## src/rtl/ip_sched_pkg.sv

```systemverilog
// Shared types and defaults for the inner-product backward scheduler.
package ip_sched_pkg;

    localparam int DEF_LATENCY   = 33;
    localparam int DEF_OUT_DEPTH = 4;
    localparam int DEF_ID_W      = 8;

    typedef enum logic [1:0] {
        ST_IDLE  = 2'd0,
        ST_RUN   = 2'd1,
        ST_DRAIN = 2'd2
    } sched_state_t;

    // Result FIFO entry layout for the default tag width.
    typedef struct packed {
        logic [31:0]         data;
        logic [DEF_ID_W-1:0] id;
    } res_entry_t;

endpackage

```

## src/rtl/ip_sched_fifo.sv

```systemverilog
// Synchronous result FIFO; head is presented combinationally from the read pointer.
module ip_sched_fifo
    import ip_sched_pkg::*;
#(
    parameter int DEPTH = DEF_OUT_DEPTH,
    parameter int WIDTH = $bits(res_entry_t)
) (
    input  logic                       clk,
    input  logic                       reset,
    input  logic                       push,
    input  logic [WIDTH-1:0]           push_data,
    input  logic                       pop,
    output logic [WIDTH-1:0]           head,
    output logic                       full,
    output logic                       empty,
    output logic [$clog2(DEPTH+1)-1:0] count
);

    localparam int AW = (DEPTH > 1) ? $clog2(DEPTH) : 1;
    localparam int CW = $clog2(DEPTH + 1);

    logic [WIDTH-1:0] mem [DEPTH];
    logic [AW-1:0]    wr_ptr, rd_ptr;

    always_ff @(posedge clk) begin
        if (push) mem[wr_ptr] <= push_data;
    end

    always_ff @(posedge clk) begin
        if (!reset) begin
            wr_ptr <= '0;
            rd_ptr <= '0;
            count  <= '0;
        end else begin
            if (push) wr_ptr <= (wr_ptr == AW'(DEPTH - 1)) ? '0 : wr_ptr + AW'(1);
            if (pop)  rd_ptr <= (rd_ptr == AW'(DEPTH - 1)) ? '0 : rd_ptr + AW'(1);
            case ({push, pop})
                2'b10:   count <= count + CW'(1);
                2'b01:   count <= count - CW'(1);
                default: ;
            endcase
        end
    end

    assign head  = mem[rd_ptr];
    assign full  = (count == CW'(DEPTH));
    assign empty = (count == '0);

endmodule

```

## src/rtl/ip_backward_sched.sv

```systemverilog
// Credit-based job scheduler around a fixed-latency inner-product datapath.
// Define IP_SCHED_PERF_EN to add the perf_issued / perf_stall counters.
module ip_backward_sched
    import ip_sched_pkg::*;
#(
    parameter int WIDTH     = 8,
    parameter int LATENCY   = DEF_LATENCY,
    parameter int OUT_DEPTH = DEF_OUT_DEPTH,
    parameter int ID_W      = DEF_ID_W
) (
    input  logic                   clk,
    input  logic                   reset,
    input  logic                   job_valid,
    output logic                   job_ready,
    input  logic [WIDTH-1:0][31:0] job_in_data,
    input  logic [WIDTH-1:0][31:0] job_weights,
    input  logic [31:0]            job_bias,
    input  logic [ID_W-1:0]        job_id,
    input  logic                   flush,
    output logic [WIDTH-1:0][31:0] dp_in_data,
    output logic [WIDTH-1:0][31:0] dp_weights,
    output logic [31:0]            dp_bias,
    output logic [ID_W-1:0]        dp_in_id,
    input  logic [31:0]            dp_out_data,
    output logic                   res_valid,
    input  logic                   res_ready,
    output logic [31:0]            res_data,
    output logic [ID_W-1:0]        res_id,
    output logic                   busy,
    output logic                   flush_done
`ifdef IP_SCHED_PERF_EN
    ,
    output logic [31:0]            perf_issued,
    output logic [31:0]            perf_stall
`endif
);

    localparam int CW = $clog2(OUT_DEPTH + 1);

    sched_state_t                 state;
    logic [CW-1:0]                credits;
    logic [LATENCY-1:0]           vld_pipe;
    logic [LATENCY-1:0][ID_W-1:0] id_pipe;
    logic                         accept, push, pop;
    logic                         fifo_full, fifo_empty;
    logic [CW-1:0]                fifo_count;
    logic [ID_W+31:0]             fifo_head;

    assign job_ready  = reset && (state != ST_DRAIN) && (credits != '0);
    assign accept     = job_valid && job_ready;
    assign push       = vld_pipe[LATENCY-1];
    assign pop        = !fifo_empty && res_ready;
    assign res_valid  = !fifo_empty;
    assign {res_data, res_id} = fifo_head;
    assign busy       = (|vld_pipe) || !fifo_empty;
    // High exactly once per drain: the FSM leaves DRAIN on the next edge.
    assign flush_done = (state == ST_DRAIN) && !busy;

    always_ff @(posedge clk) begin
        id_pipe <= {id_pipe[LATENCY-2:0], job_id};
    end

    always_ff @(posedge clk) begin
        if (!reset) begin
            state      <= ST_IDLE;
            credits    <= CW'(OUT_DEPTH);
            vld_pipe   <= '0;
            dp_in_data <= '0;
            dp_weights <= '0;
            dp_bias    <= '0;
            dp_in_id   <= '0;
        end else begin
            vld_pipe <= {vld_pipe[LATENCY-2:0], accept};
            if (accept) begin
                dp_in_data <= job_in_data;
                dp_weights <= job_weights;
                dp_bias    <= job_bias;
                dp_in_id   <= job_id;
            end
            // A credit covers a job from issue until its result leaves the FIFO.
            case ({accept, pop})
                2'b10:   credits <= credits - CW'(1);
                2'b01:   credits <= credits + CW'(1);
                default: ;
            endcase
            case (state)
                ST_IDLE:  if (flush) state <= ST_DRAIN;
                          else if (job_valid) state <= ST_RUN;
                ST_RUN:   if (flush) state <= ST_DRAIN;
                          else if (!busy && !job_valid) state <= ST_IDLE;
                ST_DRAIN: if (!busy) state <= ST_IDLE;
                default:  state <= ST_IDLE;
            endcase
        end
    end

    ip_sched_fifo #(
        .DEPTH (OUT_DEPTH),
        .WIDTH (ID_W + 32)
    ) u_fifo (
        .clk       (clk),
        .reset     (reset),
        .push      (push),
        .push_data ({dp_out_data, id_pipe[LATENCY-1]}),
        .pop       (pop),
        .head      (fifo_head),
        .full      (fifo_full),
        .empty     (fifo_empty),
        .count     (fifo_count)
    );

    always_ff @(posedge clk) begin
        if (reset) begin
            assert (!(push && fifo_full));
            assert (fifo_count <= CW'(OUT_DEPTH));
        end
    end

`ifdef IP_SCHED_PERF_EN
    always_ff @(posedge clk) begin
        if (!reset) begin
            perf_issued <= '0;
            perf_stall  <= '0;
        end else begin
            if (accept && (perf_issued != '1)) perf_issued <= perf_issued + 32'd1;
            if (job_valid && !job_ready && (perf_stall != '1)) perf_stall <= perf_stall + 32'd1;
        end
    end
`endif

endmodule
```

## config.mk

```make
export PLATFORM = sky130hd
export DESIGN_NAME = ip_backward_sched
export DESIGN_NICKNAME = d
export VERILOG_FILES = /design/src/rtl/ip_sched_pkg.sv /design/src/rtl/ip_sched_fifo.sv /design/src/rtl/ip_backward_sched.sv
export SDC_FILE = /design/constraint.sdc
export NUM_CORES = 1
export LEC_CHECK = 0
export CAP_MARGIN = 20
export CORE_AREA = 2 2 466 468
export DETAILED_ROUTE_END_ITERATION = 12
export DIE_AREA = 0 0 468 470
export GPL_TIMING_DRIVEN = 0
export SLEW_MARGIN = 20
export SYNTH_ARGS = -nofsm -noshare
export SYNTH_HDL_FRONTEND = slang
export SYNTH_SLANG_ARGS = --single-unit
export TNS_END_PERCENT = 20
```

## constraint.sdc

```tcl
create_clock -name clk -period 3.4 [get_ports clk]
set_input_delay 0.68 -clock clk [delete_from_list [all_inputs] [get_ports clk]]
set_output_delay 0.68 -clock clk [all_outputs]
set_load 0.05 [all_outputs]
```

Yosys cells after proc, flatten, opt, wreduce, memory -nomap -nowiden
Memory sizes are Yosys's and may differ from the RTL's. A register that Yosys moved wholly into a read port is not among the register bits.
Cells that the tools add are included.
{ "classes": {"n_reduce_logical": 17, "n_mux": 14, "n_shift": 0, "div": 0, "n_bitwise": 0, "mul": 0, "n_lt_le_gt_ge": 0, "add_sub_neg": 6, "n_eq_ne": 12} }
{ "ops": {"columns": ["op", "n"], "rows": [
  ["33-bit OR reduction", 1],
  ["2-bit two-way mux", 9],
  ["3-bit one-hot mux with 2 select lines", 2],
  ["2-bit equality test (second input constant)", 5],
  ["3-bit by 1-bit adder with 3-bit output (second input constant)", 2],
  ["2-bit by 1-bit equality test with 1-bit output (second input constant)", 3],
  ["1-bit logical AND", 6],
  ["3-bit != test (second input constant)", 2],
  ["2-bit one-hot mux with 3 select lines", 1],
  ["3-bit by 1-bit subtractor with 3-bit output (second input constant)", 2],
  ["2-bit by 1-bit adder with 2-bit output (second input constant)", 2],
  ["2-bit != test (second input constant)", 2],
  ["2-bit nonzero test", 2],
  ["1-bit zero test", 3],
  ["3-bit zero test", 1],
  ["3-bit AND reduction", 1],
  ["3-bit nonzero test", 1],
  ["2-bit zero test", 1],
  ["1-bit two-way mux", 2],
  ["1-bit logical OR", 1]
]} }
{ "word_totals": {"latchBits": 0, "inputBits": 589, "output_inout_bits": 596, "regBits": 861, "mem_count": 1, "rom_bits": 0, "ramBits": 160} }
{ "memory_table": {"columns": ["name", "depth", "word_bits", "read_ports", "rd_ports_with_merged_regs", "wr", "line", "source"], "rows": [
  ["u_fifo.mem", 4, 40, 1, 1, 1, "ip_sched_fifo.sv:22", "logic [WIDTH-1:0] mem [DEPTH];"]
]} }

Longest topological paths before layout
{ "logic_depth": {"ltp_word": 8, "depth_mapped": 12, "mapped_depth_nobuf": 9} }

Hierarchy
Synthesis repeated with hierarchy kept, for this count alone.
{ "hier_totals": {"cells_unflattened": 3027, "area_unflattened_um2": 33074.2} }
{ "modules_own_cells": {"columns": ["module", "seq_area_each_um2", "cells_each", "n_inst", "area_each_um2"], "rows": [
  ["ip_backward_sched", 17096.4, 2771, 1, 26795.7],
  ["ip_sched_fifo", 4984.8, 256, 1, 6278.5]
]} }

Worst setup path before layout
OpenSTA, ideal clock, no wires.
{ "synth_timing": {"path_kind": "reg-to-output", "from": "register u_fifo.count[0]", "to": "output port flush_done", "required_time_ns": 2.720, "stages_incl_launch_ff": 5, "path_buffers": 0, "path_slack_ns": 0.160, "arrival_ns": 2.560, "path_cell_list": "dfxtp_1 -> or3_1 -> and4b_1 -> nand3_1 -> nor2_1"} }
{ "synth_via": {"elab_chain_cells": 5} }
{ "synth_lines": {"columns": ["item", "line", "source"], "rows": [
  ["start: declaration", "ip_sched_fifo.sv:16", "output logic [$clog2(DEPTH+1)-1:0] count"],
  ["start signal: assignment", "ip_sched_fifo.sv:38", "2'b10: count <= count + CW'(1);"],
  ["start signal: assignment", "ip_sched_fifo.sv:39", "2'b01: count <= count - CW'(1);"],
  ["3-bit zero test", "ip_sched_fifo.sv:47", "assign empty = (count == '0);"],
  ["1-bit zero test", null, null],
  ["named net res_valid", "ip_backward_sched.sv:25", "output logic res_valid,"],
  ["1-bit logical OR", "ip_backward_sched.sv:55", "assign busy = (|vld_pipe) || !fifo_empty;"],
  ["named net busy", "ip_backward_sched.sv:29", "output logic busy,"],
  ["1-bit zero test", null, null],
  ["1-bit logical AND", "ip_backward_sched.sv:57", "assign flush_done = (state == ST_DRAIN) && !busy;"],
  ["end: declaration", "ip_backward_sched.sv:30", "output logic flush_done"]
]} }
The timed path passes the listed nets, and every way through them passes these cells.

==> results.md <==
* Number of remaining DRC errors at 0
* Number of DRC violations after detailed-routing iteration 0 at 1,852
* Longest individual stage delay on the worst path at 540 ps
* Highest-delay cell along the critical path: mux4_2
* Sequential share of power at 42.2%
* Slew margin rel. at 20.6%
* Width of the die at 468 um
* I/O pin count at 1,185
* Layout Nets at 4,925
* Maximum number of pins on one net before global-route repair at 41
* Buffers and inverters on the worst path at 3
* Worst hold slack after final layout at 268 ps
* Clock sink count at 1,023
* CTS clock-pin slew for the worst setup and hold paths at 60 ps
* Largest delay contributor family on the critical path: buffers and inverters
* Net switching component of the power at 8.75 mW
* Count of synthesis-stage warnings from yosys at 0
* Global routing usage on met2 at 28.6%
* Later-pin clock latency in the skew report at 790 ps
* Synthesized area per cell at 11.0 um^2
* Classification of the worst setup path: flop to primary output
* Combinational Power Share at 14.1%
* Final weighted congestion in routability-driven placement at 1.05
* Worst Tran Pin Value at 1190 ps
* Relative area change from synthesis to final layout at 59.3%
* Share of total power in the clock network at 43.7%
* Global Route met3 Usage at 7.01%
* CTS H-tree depth at 3
* Clock tree from TritonCTS: built
* Count of flip-flops with a built-in enable after synthesis at 160
* GRT busiest layer: met2
* Average wire per standard cell at 25.8 um
* Share of synthesized registers carrying an async set or reset at 0%
* Setup-failing EPs final at 0
* Syn nets at 3,623
* Required time reported for the critical path endpoint at 2720 ps
* Leakage power at 18.3 nW
* Critical path peak fanout at 10
* DRT Wirelength at 189 mm
* Power per cell area at 588 nW/um^2
* Pre-Repair DR Iteration Count at 5
* First-pass GRT wire length at 245 mm
* Number of cells produced by synthesis at 3,025
* Root buffer selected by CTS: clkbuf_16
* I/O Buffers at 1,184
* Clock Skew at 72.9 ps
* Number of nets with antenna violations after routing at 0
* Share of the yosys chip area belonging to registers at 66.5%
* Switching portion of total power at 28.1%
* Number of rows in the core area at 171
* Clock Path Buffers at 3
* Path class of the lowest-slack min-delay path: flop to flop
* Maximum operating frequency at 299 MHz
* Number of pins with negative max-slew slack in the final report at 0
* Number of global-route vias before repair at 27,300
* Overall Global Routing Usage at 16.6%
* CP endpoint kind: primary output
* HPWL reported at the end of detailed placement at 159 mm
* Mean number of vias per cell at 3.72
* Cell internal power dissipation at 22.4 mW
* Outcome: complete, no violations
* Starting utilization of the core area at 15.4%
* Final core area utilization at 24.5%
* Number of antenna violations at the first check in global routing at 126
* Setup repair after global routing missed its margin: yes
* Reg2reg setup slack at 220 ps
* Worst voltage drop across the vdd grid at 0.000452 V
* Height of the die at 470 um
* Cell variety after synth at 39
* Share of cells above drive strength 1 at 9.24%
* Global-route met1 utilization at 18.1%
* Clock buffers created by TritonCTS at 117
* Max cap viols at 0
* Synthesized cell area at 33,200 um^2
* Detailed-route via count at 27,200
* Number of hold-slack violations in the final timing report at 0
* Floorplan die area at 220,000 um^2
* Worst-path cell chain: clkbuf_1 -> buf_4 -> mux4_2 -> dlygate4sd2_1
* Ys flop type: dfxtp_1
* Critical path arrival at 2660 ps
* Number of buffers inserted by hold repair at cts at 0
* Final critical delay including setup and external delays at 3340 ps
* Overflow after GRT at 0
* Critical Path Source Type: flop
* Core outline area at 216,000 um^2
* Post-CTS setup buffer count at 0
* Tcrit/Tclk final at 98.3%
* Flop and latch count out of synthesis at 1,023
-- worst paths after layout --
path | from | to | depth (start not counted)
setup / recovery | flop | res_data[29] | 4
hold / removal | id_pipe[69] | id_pipe[77] | 0
setup reg to reg | credits[0] | credits[2] | 12
hold reg to reg | id_pipe[69] | id_pipe[77] | 0
-- power groups by stage --
stage	registers [mW]	logic, mW	clock network (mW)
after detailed placement	13.4	4.44	0
after floorplan	14.6	0.890	0
after global placement	13.4	4.43	0
after global routing	13.2	4.61	14.5
final	13.1	4.39	13.6
after CTS	13.1	4.46	14.0
-- routing by layer --
metal  part of all wire (%)  wire, um
met4                    3.4      6390
met1                     37     69600
met2                     48     91200
met5                   0.29       548
met3                     11     20800
-- sequential cells by signal, indices dropped and copies added, names as in the netlist, named ones only --
register	cells
vld_pipe	33
dp_in_id	8
dp_in_data	256
u_fifo.count	3
state	2
u_fifo.rd_ptr	2
dp_weights	256
u_fifo.wr_ptr	2
dp_bias	32
id_pipe	264
credits	3
u_fifo.mem	160
-- repair_timing --
item	4_1_cts	5_1_grt
gates resized for setup	65	10
setup endpoints to repair	55	42
hold endpoints to repair	0	0
-- cell usage after synthesis (2+ instances only) --
library cell | instances | area [um^2]
nand2_1 | 1078 | 4050
dfxtp_1 | 863 | 17300
a21boi_0 | 385 | 2890
edfxtp_1 | 160 | 4800
a21boi_1 | 140 | 1050
clkbuf_1 | 111 | 417
buf_2 | 62 | 310
mux4_2 | 40 | 901
and2_1 | 39 | 244
a21boi_2 | 30 | 338
nand2_2 | 30 | 188
buf_6 | 10 | 113
buf_8 | 10 | 150
inv_1 | 9 | 33.8
ha_1 | 7 | 87.6
nor4_1 | 6 | 37.5
or3_1 | 5 | 31.3
nor2b_1 | 4 | 25.0
buf_4 | 3 | 22.5
nand3_1 | 3 | 15.0
nor3_1 | 3 | 15.0
o21ai_0 | 3 | 15.0
a31oi_1 | 2 | 12.5
and4_1 | 2 | 17.5
fa_1 | 2 | 40.0
mux2i_1 | 2 | 20.0
nor2_1 | 2 | 7.51
xnor2_1 | 2 | 17.5
xor2_1 | 2 | 17.5
-- placed cells by master (no fill, tap or decap), types with 4 or more instances in the layout --
master	n
a21boi_1	140
ha_1	7
buf_8	11
inv_1	9
clkbuf_2	13
buf_6	9
and2_4	4
nand2_2	30
or3_1	5
clkinv_16	7
nor2b_1	4
buf_2	58
buf_4	8
clkinv_2	20
diode_2	36
clkdlybuf4s50_1	1139
mux4_2	40
clkbuf_16	117
nand2_1	1078
nor4_1	6
clkbuf_8	21
dfxtp_1	863
dlygate4sd2_1	37
bufinv_16	15
clkinvlp_4	12
a21boi_0	385
and2_1	35
edfxtp_1	160
a21boi_2	30
clkbuf_1	114
-- per-stage QoR --
stage                     power [mW]  worst slack [ps]  cells  setup TNS, ps  area [um^2]
final                           31.1              58.2   7315              0        52900
after global placement          17.8             -3080   7063        -574670        48600
after floorplan                 15.5               160   3025              0        33200
after global routing            32.3             -93.5   7293          -2290        52900
after CTS                       31.6             -75.2   7279           -877        52800
after detailed placement        17.8             -2100   7063        -257370        48700
-- logic make-up (layout without fill, tap and decap cells) --
kind of cell	count (synthesis)	count (layout)	share of synthesized area [%]
compound gates	563	563	13.0
xor+xnor	4	4	0.105
fa+ha+maj	9	9	0.384
buf+inv	208	1608	3.23
flops	1023	1023	66.5
mux	42	42	2.77
other cells	0	36	0
simple gates	1176	1176	14.0
-- final cells by class --
cell class,instances,area [um^2]
multi-input combinational,1794,10100
inverter,10,40.0
antenna,36,90.1
fill,23000,163000
timing repair buffer,1184,11800
clock buffer,151,3250
tap,2854,3570
sequential,1023,22100
clock inverter,66,945
buffer,197,1080
Power figures use the tool's default switching activity.
